## config.mk

```make
export PLATFORM = sky130hd
export DESIGN_NAME = otp_ctrl_edn_pack_arb
export DESIGN_NICKNAME = d
export VERILOG_FILES = /design/src/rtl/otp_ctrl_edn_pack_arb.sv
export SDC_FILE = /design/constraint.sdc
export NUM_CORES = 1
export LEC_CHECK = 0
export BUFFER_PORTS_ARGS = -buffer_cell sky130_fd_sc_hd__buf_2
export CORE_MARGIN = 1.5
export CORE_UTILIZATION = 55
export CTS_BUF_LIST = sky130_fd_sc_hd__clkbuf_4
export DETAILED_ROUTE_END_ITERATION = 8
export PLACE_DENSITY = 0.95
export SLEW_MARGIN = 10
export SYNTH_ARGS = -nofsm -noshare
export SYNTH_HDL_FRONTEND = slang
export SYNTH_SLANG_ARGS = --single-unit
```

## constraint.sdc

```tcl
create_clock -name clk_i -period 2.3 [get_ports clk_i]
set_input_delay 0.115 -clock clk_i [delete_from_list [all_inputs] [get_ports clk_i]]
set_output_delay 0.115 -clock clk_i [all_outputs]
set_load 0.1 [all_outputs]
```

## src/rtl/otp_ctrl_edn_pack_arb.sv

```systemverilog
// ---------------------------------------------------------------------------
// otp_ctrl_edn_pack_arb
//
// Arbitrates EDN entropy requests from NumClients internal consumers.
// Consumers are served round-robin. For the granted consumer the block
// collects NumWords = OutWidth/BusWidth EDN bus words and packs them into one
// wide word, first word in the LSBs. The packed word is then returned with a
// one-cycle ack.
//
// Ports
//   clk_i, rst_ni   clock, asynchronous active-low reset
//   client_req_i    per-client request level        [NumClients]
//   client_ack_o    per-client one-cycle ack        [NumClients]
//   client_data_o   packed entropy, valid with ack  [OutWidth]
//   client_fips_o   AND of per-word FIPS flags, valid with ack
//   edn_req_o       request level towards EDN (high only while filling)
//   edn_ack_i       EDN word strobe
//   edn_bus_i       EDN word                        [BusWidth]
//   edn_fips_i      FIPS flag of the current EDN word
//   err_o           sticky: EDN strobe seen while not filling
// ---------------------------------------------------------------------------

// One packed word slot. Cleared after the packet has been delivered, so that
// entropy does not linger on the shared data bus.
module otp_ctrl_edn_pack_arb_slot #(
   parameter int BusWidth = 32
) (
   input  logic                clk_i,
   input  logic                rst_ni,
   input  logic                we_i,
   input  logic                clr_i,
   input  logic [BusWidth-1:0] d_i,
   output logic [BusWidth-1:0] q_o
);
   logic [BusWidth-1:0] word_q;

   always_ff @(posedge clk_i or negedge rst_ni) begin
      if (!rst_ni) begin
         word_q <= '0;
      end else if (clr_i) begin
         word_q <= '0;
      end else if (we_i) begin
         word_q <= d_i;
      end
   end

   assign q_o = word_q;
endmodule

module otp_ctrl_edn_pack_arb #(
   parameter int NumClients = 2,
   parameter int BusWidth   = 32,
   parameter int OutWidth   = 64
) (
   input  logic                  clk_i,
   input  logic                  rst_ni,
   input  logic [NumClients-1:0] client_req_i,
   output logic [NumClients-1:0] client_ack_o,
   output logic [OutWidth-1:0]   client_data_o,
   output logic                  client_fips_o,
   output logic                  edn_req_o,
   input  logic                  edn_ack_i,
   input  logic [BusWidth-1:0]   edn_bus_i,
   input  logic                  edn_fips_i,
   output logic                  err_o
);
   localparam int NumWords = OutWidth / BusWidth;
   localparam int CntW     = (NumWords > 1) ? $clog2(NumWords) : 1;
   localparam int RrW      = (NumClients > 1) ? $clog2(NumClients) : 1;

   typedef enum logic [1:0] {
      StIdle,
      StFill,
      StDeliver
   } state_e;

   state_e                  state_q;
   logic [RrW-1:0]          rr_q;
   logic [RrW-1:0]          grant_q;
   logic [CntW-1:0]         cnt_q;
   logic                    fips_q;
   logic                    fips_out_q;
   logic [NumClients-1:0]   ack_q;
   logic                    edn_req_q;
   logic                    err_q;

   logic                    gnt_vld_d;
   logic [RrW-1:0]          gnt_idx_d;
   logic                    fill_ack;
   logic                    last_word;
   logic                    clr_data;
   logic [NumWords-1:0][BusWidth-1:0] word_q;

   // Round-robin search: among requesters at or above rr_q the lowest index
   // wins; if there are none, the lowest requester overall wins (wrap).
   // Scanning downward lets the last hit be the lowest index.
   logic                    hi_any;
   logic [RrW-1:0]          hi_idx;
   logic [RrW-1:0]          lo_idx;

   always_comb begin
      gnt_vld_d = 1'b0;
      hi_any    = 1'b0;
      hi_idx    = '0;
      lo_idx    = '0;
      for (int j = NumClients - 1; j >= 0; j--) begin
         if (client_req_i[j]) begin
            gnt_vld_d = 1'b1;
            lo_idx    = RrW'(j);
            if (RrW'(j) >= rr_q) begin
               hi_any = 1'b1;
               hi_idx = RrW'(j);
            end
         end
      end
      gnt_idx_d = hi_any ? hi_idx : lo_idx;
   end

   assign fill_ack  = (state_q == StFill) && edn_ack_i;
   assign last_word = (cnt_q == CntW'(NumWords - 1));
   assign clr_data  = (state_q == StDeliver);

   // Word k is captured when the counter points at it.
   for (genvar k = 0; k < NumWords; k++) begin : g_word
      logic we;
      assign we = fill_ack && (cnt_q == CntW'(k));

      otp_ctrl_edn_pack_arb_slot #(
         .BusWidth (BusWidth)
      ) u_slot (
         .clk_i  (clk_i),
         .rst_ni (rst_ni),
         .we_i   (we),
         .clr_i  (clr_data),
         .d_i    (edn_bus_i),
         .q_o    (word_q[k])
      );
   end

   always_ff @(posedge clk_i or negedge rst_ni) begin
      if (!rst_ni) begin
         state_q    <= StIdle;
         rr_q       <= '0;
         grant_q    <= '0;
         cnt_q      <= '0;
         fips_q     <= 1'b1;
         fips_out_q <= 1'b0;
         ack_q      <= '0;
         edn_req_q  <= 1'b0;
         err_q      <= 1'b0;
      end else begin
         // A strobe outside Fill is a protocol violation; the word itself is
         // dropped because the slots only load in Fill.
         if (edn_ack_i && (state_q != StFill)) begin
            err_q <= 1'b1;
         end

         case (state_q)
            StIdle: begin
               if (gnt_vld_d) begin
                  grant_q   <= gnt_idx_d;
                  cnt_q     <= '0;
                  fips_q    <= 1'b1;
                  edn_req_q <= 1'b1;
                  state_q   <= StFill;
               end
            end

            StFill: begin
               if (edn_ack_i) begin
                  fips_q <= fips_q & edn_fips_i;
                  if (last_word) begin
                     // Counter is held on the last word so it never wraps.
                     edn_req_q  <= 1'b0;
                     ack_q      <= NumClients'(1) << grant_q;
                     fips_out_q <= fips_q & edn_fips_i;
                     state_q    <= StDeliver;
                  end else begin
                     cnt_q <= cnt_q + 1'b1;
                  end
               end
            end

            StDeliver: begin
               ack_q      <= '0;
               fips_out_q <= 1'b0;
               rr_q       <= (grant_q == RrW'(NumClients - 1)) ? '0 : grant_q + 1'b1;
               state_q    <= StIdle;
            end

            default: begin
               state_q <= StIdle;
            end
         endcase
      end
   end

   assign client_ack_o  = ack_q;
   assign client_data_o = word_q;
   assign client_fips_o = fips_out_q;
   assign edn_req_o     = edn_req_q;
   assign err_o         = err_q;
endmodule

```

# Yosys cells after proc, flatten, opt, wreduce, memory -nomap -nowiden
# Index checks and enable logic that the tools add are counted.
# word_totals
ff_bits	75
latch_bits	0
ram_bits	0
romBits	0
output_inout_bits	69
word_cells	73
memories	0
# op_classes
add_sub_neg	2
multipliers	0
div	0
n_lt_le_gt_ge	2
eq_ne	6
shift	1
mux	35
n_bitwise	2
reduce_logical	14
# op_table
operator	count
2-to-1 mux 32 bit	4
2-to-1 mux 1 bit	20
2-to-1 mux 2 bit	5
AND reduction 3 bit	3
case mux 1 bit (2 select lines)	4
case mux 2 bit (2 select lines)	2
nonzero test 2 bit	4
inequality test 2 bit (second input constant)	3
logical AND 1 bit	4
AND reduction 4 bit	1
adder 1 bit (second input constant)	2
== test 2 x 1 -> 1 bit (second input constant)	1
== test 2 bit (second input constant)	1
greater-or-equal comparator 1 bit (first input constant)	2
logical NOT 2 bit	1
inequality test 2 x 1 -> 1 bit (second input constant)	1
AND reduction 2 bit	1
<< shifter 1 x 1 -> 2 bit (first input constant)	1
bitwise AND 1 bit	1
inverter 1 bit	1

# Logic depth before layout (Yosys ltp)
# Gate-level depths: netlist of run 1.
# logic_depth
ltp_word	6
mapped_depth	7

# Modules after synthesis
# A second synthesis of run 1 with hierarchy kept.
# hier_totals
hier_cells	254
hier_area_um2	3145.5
# by_module_without_submodules
module	n_inst	cells_per_inst	area_per_inst_um2
otp_ctrl_edn_pack_arb_slot	2	103	1323.8
otp_ctrl_edn_pack_arb	1	48	498.0

# Worst setup path before layout of run 1
# Ideal clock, no wire load.
# synth_path
path_type	reg-to-reg
start	register state_q[1]
end	register edn_req_q, in the netlist edn_req_o
setup_ns	0.127
arrival_ns	1.133
path_slack_ns	1.040
stages_incl_launch_ff	7
path_buffers	3
period_less_slack_ns	1.260
cell_sequence	dfrtp_1 buf_6 nand4b_1 buf_6 buf_6 nand2_1 o31ai_1
# synth_between
elab_chain_cells	3
elab_cells_between_ends	8
cone_classes	eq/ne (4); mux (1); reduce/logical (3)
# synth_rtl
item	line_no	source
start: declaration	77	state_e state_q;
start signal: assignment	142	state_q <= StIdle;
start signal: assignment	165	state_q <= StFill;
start signal: assignment	177	state_q <= StDeliver;
== test 2 x 1 -> 1 bit / logical NOT 2 bit (equally long branches)	158	case (state_q)
inequality test 2 bit (no source line) / nonzero test 2 bit (equally long branches)	--	
AND reduction 4 bit (no source line)	--	
end signal: assignment	149	edn_req_q <= 1'b0;
end signal: assignment	164	edn_req_q <= 1'b1;
end signal: assignment	174	edn_req_q <= 1'b0;
end: declaration	84	logic edn_req_q;
# Parallel ways exist; a longest one is shown, timed or not.
# A chain may end at the register's enable or synchronous reset.

# Worst setup path after layout of run 1
# layout_path
start	register state_q[1]
end	register g_word[0].u_slot.word_q[16]
# layout_between
elab_chain_cells	4
elab_cells_between_ends	6
cone_classes	eq/ne (2); mux (1); reduce/logical (3)
# layout_rtl
item	line_no	source
== test 2 x 1 -> 1 bit	119	assign fill_ack = (state_q == StFill) && edn_ack_i;
logical AND 1 bit	119	
logical AND 1 bit	126	assign we = fill_ack && (cnt_q == CntW'(k));
nonzero test 2 bit (no source line)	--	
end signal: assignment	43	word_q <= d_i;
end: declaration	35	logic [BusWidth-1:0] word_q;
# Parallel ways exist; a longest one is shown, timed or not.

==> results.yml, run 1 <==
timing:
  setup_viol: 0
  fin_tns_setup_ns: 0
  slew_viol_final: 0
  hold_viol: 0
  final.period_utilization_pct: 76.99
  fin_crit_ns: 1.771
  max_slew_margin_pct: 39.21
  worst_pin_slew_ns: 0.9118
  finalClockSkew_ns: 0.01217
  fin_ws_ns: 0.5293
  rsz0062_at_grt: "no"
  fmax_ghz: 0.5648
grt:
  antenna_found_initial: 0
  grt.overflow.total: 0
  grt-busiest-layer: "met2"
  gr-usage-all-layers_pct: 25.94
  gr-usage-met1_pct: 33.49
  grt_max_degree: 76
  grt_pass1_wl_um: 12160
  met3_usage_pct: 3.882
  met2_usage_pct: 41.04
  grt_pass1_vias: 2634
critical_path:
  reg2reg_to: "g_word[0].u_slot.q_o[16]$_DFFE_PN0P_"
  crit_arrival_ns: 2.10
  r2r-start: "state_q[1]$_DFFE_PN0P_"
  reg2reg_depth: 4
  crit_fanout: 36
  rrSetupSlack_ns: 0.53
  worstSetupPathType: "register to register"
  start_kind: "register"
  critPathRequiredTime_ns: 2.62
  cp-end-kind: "register"
layout:
  fin_area_mm2: 0.004050
  layout-drive-gt1-share_pct: 27.77
  insertedDiodeCount: 0
  nNetsFinal: 494
  synthToLayoutAreaGrowth_pct: 31.21
detailed_routing:
  drtAntennaViolNets: 0
  vias_per_cell: 5.176
  first_pass_iters: 4
  num_vias: 2759
  wl_um: 7519
  wl_per_cell_um: 14.11
  drc: 0
  drtIter0Drc: 235
floorplanning:
  rows: 27
  start_util_pct: 56.40
  io_pins: 107
  core-area_mm2: 0.005473
  die_area_mm2: 0.006071
  die_x_um: 77.92
  die_h_um: 77.92
yosys:
  synth_top_area_share_pct: 59.99
  synth_edf_count: 0
  syn-num-nets: 362
  yosysSeqAreaShare_pct: 60.84
  synth_seq_cells: 75
  async_flop_share_pct: 100.0
  yosys.cell_count.top_type: "nand2_1"
  synthDistinctLibCells: 24
  synth_area_leaders: "dfrtp_1, nand2_1, nand3_1, o21ai_1, buf_6"
  syn_inst: 324
  syn_avg_cell_area_um2: 9.527
  syn-cell-area_mm2: 0.003087
  synth_common_cells: "nand2_1, dfrtp_1, nand3_1"
  yosys.area.top_type: "dfrtp_1"
  synthesis.yosys.warnings: 0
  yosys_most_used_dff: "dfrtp_1"
worst_hold_path:
  hold_end: "cnt_q$_DFFE_PN0P_"
  hold_class: "input pin to register"
  hp-start: "client_req_i[1]"
  min_path_cells: 4
placed_design:
  port_buffers: 106
  routabilityCongestion: 0.7761
  dp_slack_ns: 0.5965
  hpwlAfterDp_um: 4392
  placed_cell_area_mm2: 0.003525
run:
  drv_cap: 0
clocking:
  clock-root-buffer: "clkbuf_4"
  clock_latency_ns: 0.40
  cts_tree: "done"
  h-tree-depth: 3
  numCtsBuffers: 9
  clkSinkCount: 75
  cts_setup_buffers: 0
  clkTransAtPathRegs_ns: 0.12
  clk_path_buf_depth: 2
status:
  status: "completed"
layer usage:
| metal | wire [um] | up-vias |
|---|---|---|
| met5 | 0 | - |
| met4 | 263 | 0 |
| met3 | 448 | 26 |
| met2 | 3687 | 121 |
| met1 | 3120 | 1300 |
| li1 | - | 1312 |
worst max-delay path, cell delays in order (launching register included):
cell and delay [ns]:
dfrtp_1 0.52, and4bb_2 0.73, buf_12 0.26, nand2_1 0.09, o21ai_1 0.09
how the worst max path moves through the flow:
stage	startpoint	end	slack [ns]
global route	state_q[1]$_DFFE_PN0P_	g_word[0].u_slot.q_o[4]$_DFFE_PN0P_	0.40
global placement	state_q[1]$_DFFE_PN0P_	g_word[0].u_slot.q_o[18]$_DFFE_PN0P_	0.67
detailed placement	state_q[1]$_DFFE_PN0P_	g_word[0].u_slot.q_o[4]$_DFFE_PN0P_	0.60
CTS	state_q[1]$_DFFE_PN0P_	g_word[0].u_slot.q_o[4]$_DFFE_PN0P_	0.55
finish	state_q[1]$_DFFE_PN0P_	g_word[0].u_slot.q_o[16]$_DFFE_PN0P_	0.53
floorplan	state_q[1]$_DFFE_PN0P_	edn_req_o$_DFFE_PN0P_	1.04
timing repair:
item / in CTS / in global routing
endpoints found under the hold margin: 143 / 0
resized for setup: 0 / 0
hold buffers: 37 / 0
cells by family after synthesis:
kind of cell           synth area share [%]
buffers and inverters                 7.012
flip-flops                            60.84
AO/OA/AOI/OAI                         7.743
AND/OR/NAND/NOR                       24.40
layout make-up:
class | count | area [um2]
Timing Repair Buffer | 145 | 930.9
Clock inverter | 6 | 80.08
Tap cell | 72 | 90.09
Inverter | 1 | 3.754
Sequential cell | 75 | 1878
Fill cell | 406 | 1423
Multi-Input combinational cell | 224 | 992.2
Clock buffer | 10 | 75.07
cell usage in the layout, fill, tap and decap left out, types with 2 or more instances in the layout:
master           n
clkbuf_4        10
dlygate4sd3_1   37
buf_2          105
dfrtp_1         74
bufinv_16        2
clkinv_1         2
nand2_1        135
nand3_1         36
buf_4            2
nor2_1           2
o21ai_0          8
o21ai_1         29
nand2b_1         2
per-stage QoR:
step                      util (%)  instances  hold slack, ns
final                        74.01        533          0.1305
after global routing         74.01        533          0.1400
after CTS                    74.01        533          0.1037
after detailed placement     64.40        480          0.3083
after global placement       64.40        480          0.3000
after floorplan                  -        324         -0.1806
registers in the layout, summed over array words and instances, names as in the netlist:
| signal | count |
|---|---|
| err_o | 1 |
| rr_q | 1 |
| cnt_q | 1 |
| g_word.u_slot.q_o | 64 |
| client_ack_o | 2 |
| edn_req_o | 1 |
| grant_q | 1 |
| client_fips_o | 1 |
| state_q | 2 |
| fips_q | 1 |
Power of run 1 is not shown: default switching activity piles up to over one toggle a cycle in this logic, so the estimate is an artifact.
==> inputs of run 2 (changes only) <==
ABC_AREA = 1   (was unset)
CORE_UTILIZATION = 52   (was 55)
PLACE_DENSITY = 0.93   (was 0.95)
clock period = 1.8 ns   (was 2.3 ns; I/O delays follow)
==> run 2 against run 1 <==
Effect of this change:
- largest cell class unchanged
- die area is 10% higher
- cell count is 13% higher
- wire length is 10% higher
- clock-buffer cell count is 1 lower
- utilization is 3.6 points lower
- clock skew is 0.0026 ns lower
- setup slack worse by 0.15 ns
- global-route usage is 0.053 points higher
- critical path type unchanged
- sequential cell count stayed put
- first-iteration DRC count is 2.6% lower
==> results.yml, run 2 <==
status:
  status: "completed"
detailed_routing:
  first_pass_iters: 5
  wl_per_cell_um: 13.73
  wl_um: 8293
  vias_per_cell: 5.167
  drtIter0Drc: 229
  num_vias: 3121
  drc: 0
  drtAntennaViolNets: 0
grt:
  gr-usage-all-layers_pct: 25.99
  grt.overflow.total: 0
  antenna_found_initial: 0
  grt_max_degree: 57
  grt_pass1_vias: 2917
  grt_pass1_wl_um: 13060
floorplanning:
  die_area_mm2: 0.006707
  die_h_um: 81.90
  die_x_um: 81.90
  io_pins: 107
  core-area_mm2: 0.005956
  rows: 28
  start_util_pct: 54.35
yosys:
  syn-num-nets: 434
  synth_edf_count: 0
  yosys.cell_count.top_type: "nand2_1"
  syn-cell-area_mm2: 0.003237
  synthDistinctLibCells: 17
  synthesis.yosys.warnings: 0
  async_flop_share_pct: 100.0
  yosys_most_used_dff: "dfrtp_1"
  synth_top_area_share_pct: 57.21
  yosys.area.top_type: "dfrtp_1"
  synth_common_cells: "nand2_1, dfrtp_1, nand3_1"
  syn_inst: 396
  synth_area_leaders: "dfrtp_1, nand2_1, nand3_1, inv_1, nor2_1"
  synth_seq_cells: 75
  syn_avg_cell_area_um2: 8.174
  yosysSeqAreaShare_pct: 58.02
layout:
  synthToLayoutAreaGrowth_pct: 29.61
  layout_common_cells: "nand2_1, buf_2, dfrtp_1, nand3_1, inv_1"
  layout-drive-gt1-share_pct: 25.52
  largest_register_ffs: 64
  mostFrequentLayoutCell: "nand2_1"
  nNetsFinal: 565
  insertedDiodeCount: 0
timing:
  slew_viol_final: 0
  fin_tns_setup_ns: 0
  finalClockSkew_ns: 0.009596
  max_slew_margin_pct: 57.60
  fin_crit_ns: 1.417
  final.period_utilization_pct: 78.71
  setup_viol: 0
  hold_viol: 0
  fmax_ghz: 0.7058
  worst_pin_slew_ns: 0.6293
  rsz0062_at_grt: "no"
placed_design:
  hpwlAfterDp_um: 5374
  routabilityCongestion: 0.7726
  port_buffers: 106
critical_path:
  crit_fanout: 56
  worstSetupPathType: "register to register"
  cp-end-kind: "register"
  crit_arrival_ns: 1.70
  start_kind: "register"
  critPathRequiredTime_ns: 2.09
run:
  drv_cap: 0
clocking:
  clk_path_buf_depth: 2
  clkSinkCount: 75
  cts_tree: "done"
  clkTransAtPathRegs_ns: 0.11
  clock_latency_ns: 0.39
  clock-root-buffer: "clkbuf_4"
  numCtsBuffers: 9
  cts.repair.resized: 0
  h-tree-depth: 3
worst_hold_path:
  hold_class: "input pin to register"
## run 2: cell count changes after synthesis, moves of 2 or more
cell	delta
inv_1	+35
nand2_1	+11
buf_6	-12
buf_2	+8
nand2b_1	-2
o21ai_0	-4
nor2_1	+32
buf_1	+3
nand4_1	+2
o21ai_1	-29
nand3_1	+34
## run 2: metrics by stage
step / hold slack (ns) / worst slack, ns / area, um2 / std cells / util [%]
3_3_place_gp: 0.1064 / 0.4759 / 3846 / 565 / 64.58
4_1_cts: 0.001176 / 0.4246 / 4195 / 604 / 70.44
5_1_grt: 0.02592 / 0.2781 / 4195 / 604 / 70.44
6_report: 0.02420 / 0.3832 / 4195 / 604 / 70.44
3_5_place_dp: 0.1138 / 0.4457 / 3846 / 565 / 64.58
2_1_floorplan: -0.2056 / 0.6034 / 3237 / 396 / -
## run 2: repair_timing
item / CTS / global route
setup endpoints to repair: 0 / 0
buffers inserted: 0 / 0
hold buffers: 26 / 0
hold endpoints to repair: 77 / 0
## run 2: cell families after synthesis
kind of cell | synth area share [%]
flip-flops | 58.02
AO/OA/AOI/OAI | 0.8505
buffers and inverters | 8.504
AND/OR/NAND/NOR | 32.62
## run 2: area by class of cell
class / instances / area, um2
Clock buffer: 9 / 67.56
Clock inverter: 4 / 21.27
Fill cell: 449 / 1760
Inverter: 38 / 142.6
Multi-Input combinational cell: 259 / 1084
Sequential cell: 75 / 1878
Tap cell: 75 / 93.84
Timing Repair Buffer: 144 / 908.4
## run 2: critical path: stages (launching register included)
cell and delay [ns]:
dfrtp_1 0.51, nor2_4 0.08, inv_2 0.23, buf_12 0.28
nand2_1 0.09, nand2_1 0.06, nand2_1 0.04
## run 2: per-layer routing
metal	global-route usage (%)	share of wire (%)	up-vias
met5	0	0	-
li1	-	-	1485
met2	43.03	49	190
met4	14.24	3.5	0
met1	32.29	40	1413
met3	4.444	8.0	33
## run 2: final timing paths
| kind | start | end | slack, ns | cells past startpoint |
|---|---|---|---|---|
| min reg2reg | g_word[1].u_slot.q_o[0]$_DFFE_PN0P_ | g_word[1].u_slot.q_o[0]$_DFFE_PN0P_ | 0.50 | 2 |
| min in group asynchronous | rst_ni | g_word[0].u_slot.q_o[4]$_DFFE_PN0P_ | 0.21 | 2 |
| max reg2reg | state_q[0]$_DFFE_PN0P_ | client_ack_o[0]$_DFFE_PN0P_ | 0.38 | 6 |
| max | state_q[0]$_DFFE_PN0P_ | client_ack_o[0]$_DFFE_PN0P_ | 0.38 | 6 |
| min | edn_bus_i[27] | g_word[0].u_slot.q_o[27]$_DFFE_PN0P_ | 0.02 | 5 |
| max in group asynchronous | rst_ni | g_word[1].u_slot.q_o[27]$_DFFE_PN0P_ | 1.02 | 3 |
Power of run 2 is left out for the same reason.
==> inputs of run 3 (changes only) <==
ABC_AREA = 0   (was 1)
CORE_UTILIZATION = 47   (was 52)
PLACE_DENSITY = 0.9   (was 0.93)
clock period = 1.3 ns   (was 1.8 ns; I/O delays follow)
==> run 3 against run 2 <==
Effect of this change:
- the run now ends with setup timing left
- via count down 11%
- clock skew rose by 0.0028 ns
- design area increased by 2.8%
- maximum frequency increased by 8.7%
- clock-buffer cell count unchanged
- sequential cell count unchanged
- sequential share of layout area is 1.2 points lower
==> results.yml, run 3 (synthesis gave the netlist of run 1 again) <==
placed_design:
  hpwlAfterDp_um: 5215
  routabilityCongestion: 0.7879
  port_buffers: 106
  placed_cell_area_mm2: 0.003681
detailed_routing:
  num_vias: 2777
  drtAntennaViolNets: 0
  drtIter0Drc: 138
  drc: 0
  vias_per_cell: 5.031
  wl_per_cell_um: 14.91
  wl_um: 8231
  first_pass_iters: 5
timing:
  fmax_ghz: 0.7669
  final.period_utilization_pct: 100.3
  fin_crit_ns: 1.304
  max_slew_margin_pct: 65.80
  rsz0062_at_grt: "yes"
  slew_viol_final: 0
  finalClockSkew_ns: 0.01240
  hold_viol: 0
  setup_viol: 1
  worst_pin_slew_ns: 0.5166
  fin_ws_ns: -0.003930
critical_path:
  critPathLaunch: "cnt_q$_DFFE_PN0P_"
  cp-end-kind: "register"
  critPathRequiredTime_ns: 1.62
  crit_arrival_ns: 1.62
  crit_fanout: 34
  r2r-start: "cnt_q$_DFFE_PN0P_"
  worstSetupPathType: "register to register"
  start_kind: "register"
clocking:
  clock-root-buffer: "clkbuf_4"
  clk_path_buf_depth: 2
  clkTransAtPathRegs_ns: 0.12
  clock_latency_ns: 0.39
  numCtsBuffers: 9
  cts_tree: "done"
  clkSinkCount: 75
  cts_setup_buffers: 0
  h-tree-depth: 3
floorplanning:
  core-area_mm2: 0.006350
  rows: 29
  die_h_um: 84.04
  die_x_um: 84.04
  start_util_pct: 48.61
  die_area_mm2: 0.007063
  io_pins: 107
layout:
  mostFrequentLayoutCell: "nand2_1"
  layout_common_cells: "nand2_1, dfrtp_1, clkbuf_4, buf_2, dlygate4sd3_1"
  largest_register_ffs: 64
  fin_area_mm2: 0.004313
  insertedDiodeCount: 0
  synthToLayoutAreaGrowth_pct: 39.72
  layout-drive-gt1-share_pct: 30.95
  nNetsFinal: 509
grt:
  grt_pass1_vias: 2788
  gr-usage-all-layers_pct: 23.52
  grt_max_degree: 35
  antenna_found_initial: 0
  grt_pass1_wl_um: 13190
  grt.overflow.total: 0
run:
  drv_cap: 0
worst_hold_path:
  hold_class: "input pin to asynchronous set/reset pin"
status:
  status: "complete, but fails checks"
  violations: "setup timing"
==> run 3: changes by cell type in the layout (fill, tap and decap cells not counted), moves of 11 or more <==
cell | before | now
buf_2 | 105 | 48
nor2_1 | 34 | 2
o21ai_1 | 0 | 29
inv_1 | 35 | 0
dlygate4sd3_1 | 26 | 37
nand3_1 | 70 | 36
nand2_1 | 146 | 134
clkbuf_4 | 9 | 62
==> run 3: worst max-delay path, stage by stage, from the launching register on <==
cell	delay, ns
dfrtp_1	0.44
and4bb_4	0.40
buf_12	0.19
nand2_1	0.10
o21ai_1	0.10
==> run 3: final timing paths <==
kind	to	slack (ns)	depth (start not counted)
max in group asynchronous	g_word[1].u_slot.q_o[14]$_DFFE_PN0P_	0.57	3
worst max-delay path	g_word[0].u_slot.q_o[16]$_DFFE_PN0P_	-0.004	4
worst min register to register	err_o$_DFFE_PN0P_	0.47	1
worst max register to register	g_word[0].u_slot.q_o[16]$_DFFE_PN0P_	-0.004	4
worst min-delay path	g_word[1].u_slot.q_o[26]$_DFFE_PN0P_	0.16	2
min in group clk_i	g_word[1].u_slot.q_o[18]$_DFFE_PN0P_	0.41	4
==> run 3: what timing repair did <==
action                                  in CTS  in global routing
resized for setup                            4                 61
hold buffers                                37                  0
endpoints found under the setup margin       4                 77
gates cloned                                 0                  0
hold endpoints to repair                   131                  0
==> run 3: through the flow <==
stage | instances | util (%) | worst slack [ns] | setup TNS, ns | hold slack (ns)
CTS | 552 | 65.56 | 0.0005981 | 0 | 0.1397
finish | 552 | 67.92 | -0.003930 | -0.003930 | 0.1579
detailed placement | 500 | 57.97 | 0.05669 | 0 | 0.03591
global placement | 500 | 57.97 | 0.09674 | 0 | 0.02962
floorplan | 324 | - | 0.03977 | 0 | -0.2306
global route | 552 | 67.92 | -0.04454 | -0.3599 | 0.1495
==> run 3: cell type report <==
class	count	area (um2)
well taps	77	96.34
repair buffers	160	1224
inverters	1	3.754
fillers	464	2037
clock inverters	6	33.78
multi-input cells	224	1010
flip-flops and latches	75	1878
clock buffers	9	67.56
==> run 3: layer usage <==
layer  wire length (um)  global-route usage, %
met1               3399                  29.80
met2               4362                  40.15
met3                381                  4.451
met4                 87                  8.644
met5                  0                      0
Power of run 3 is left out for the same reason.
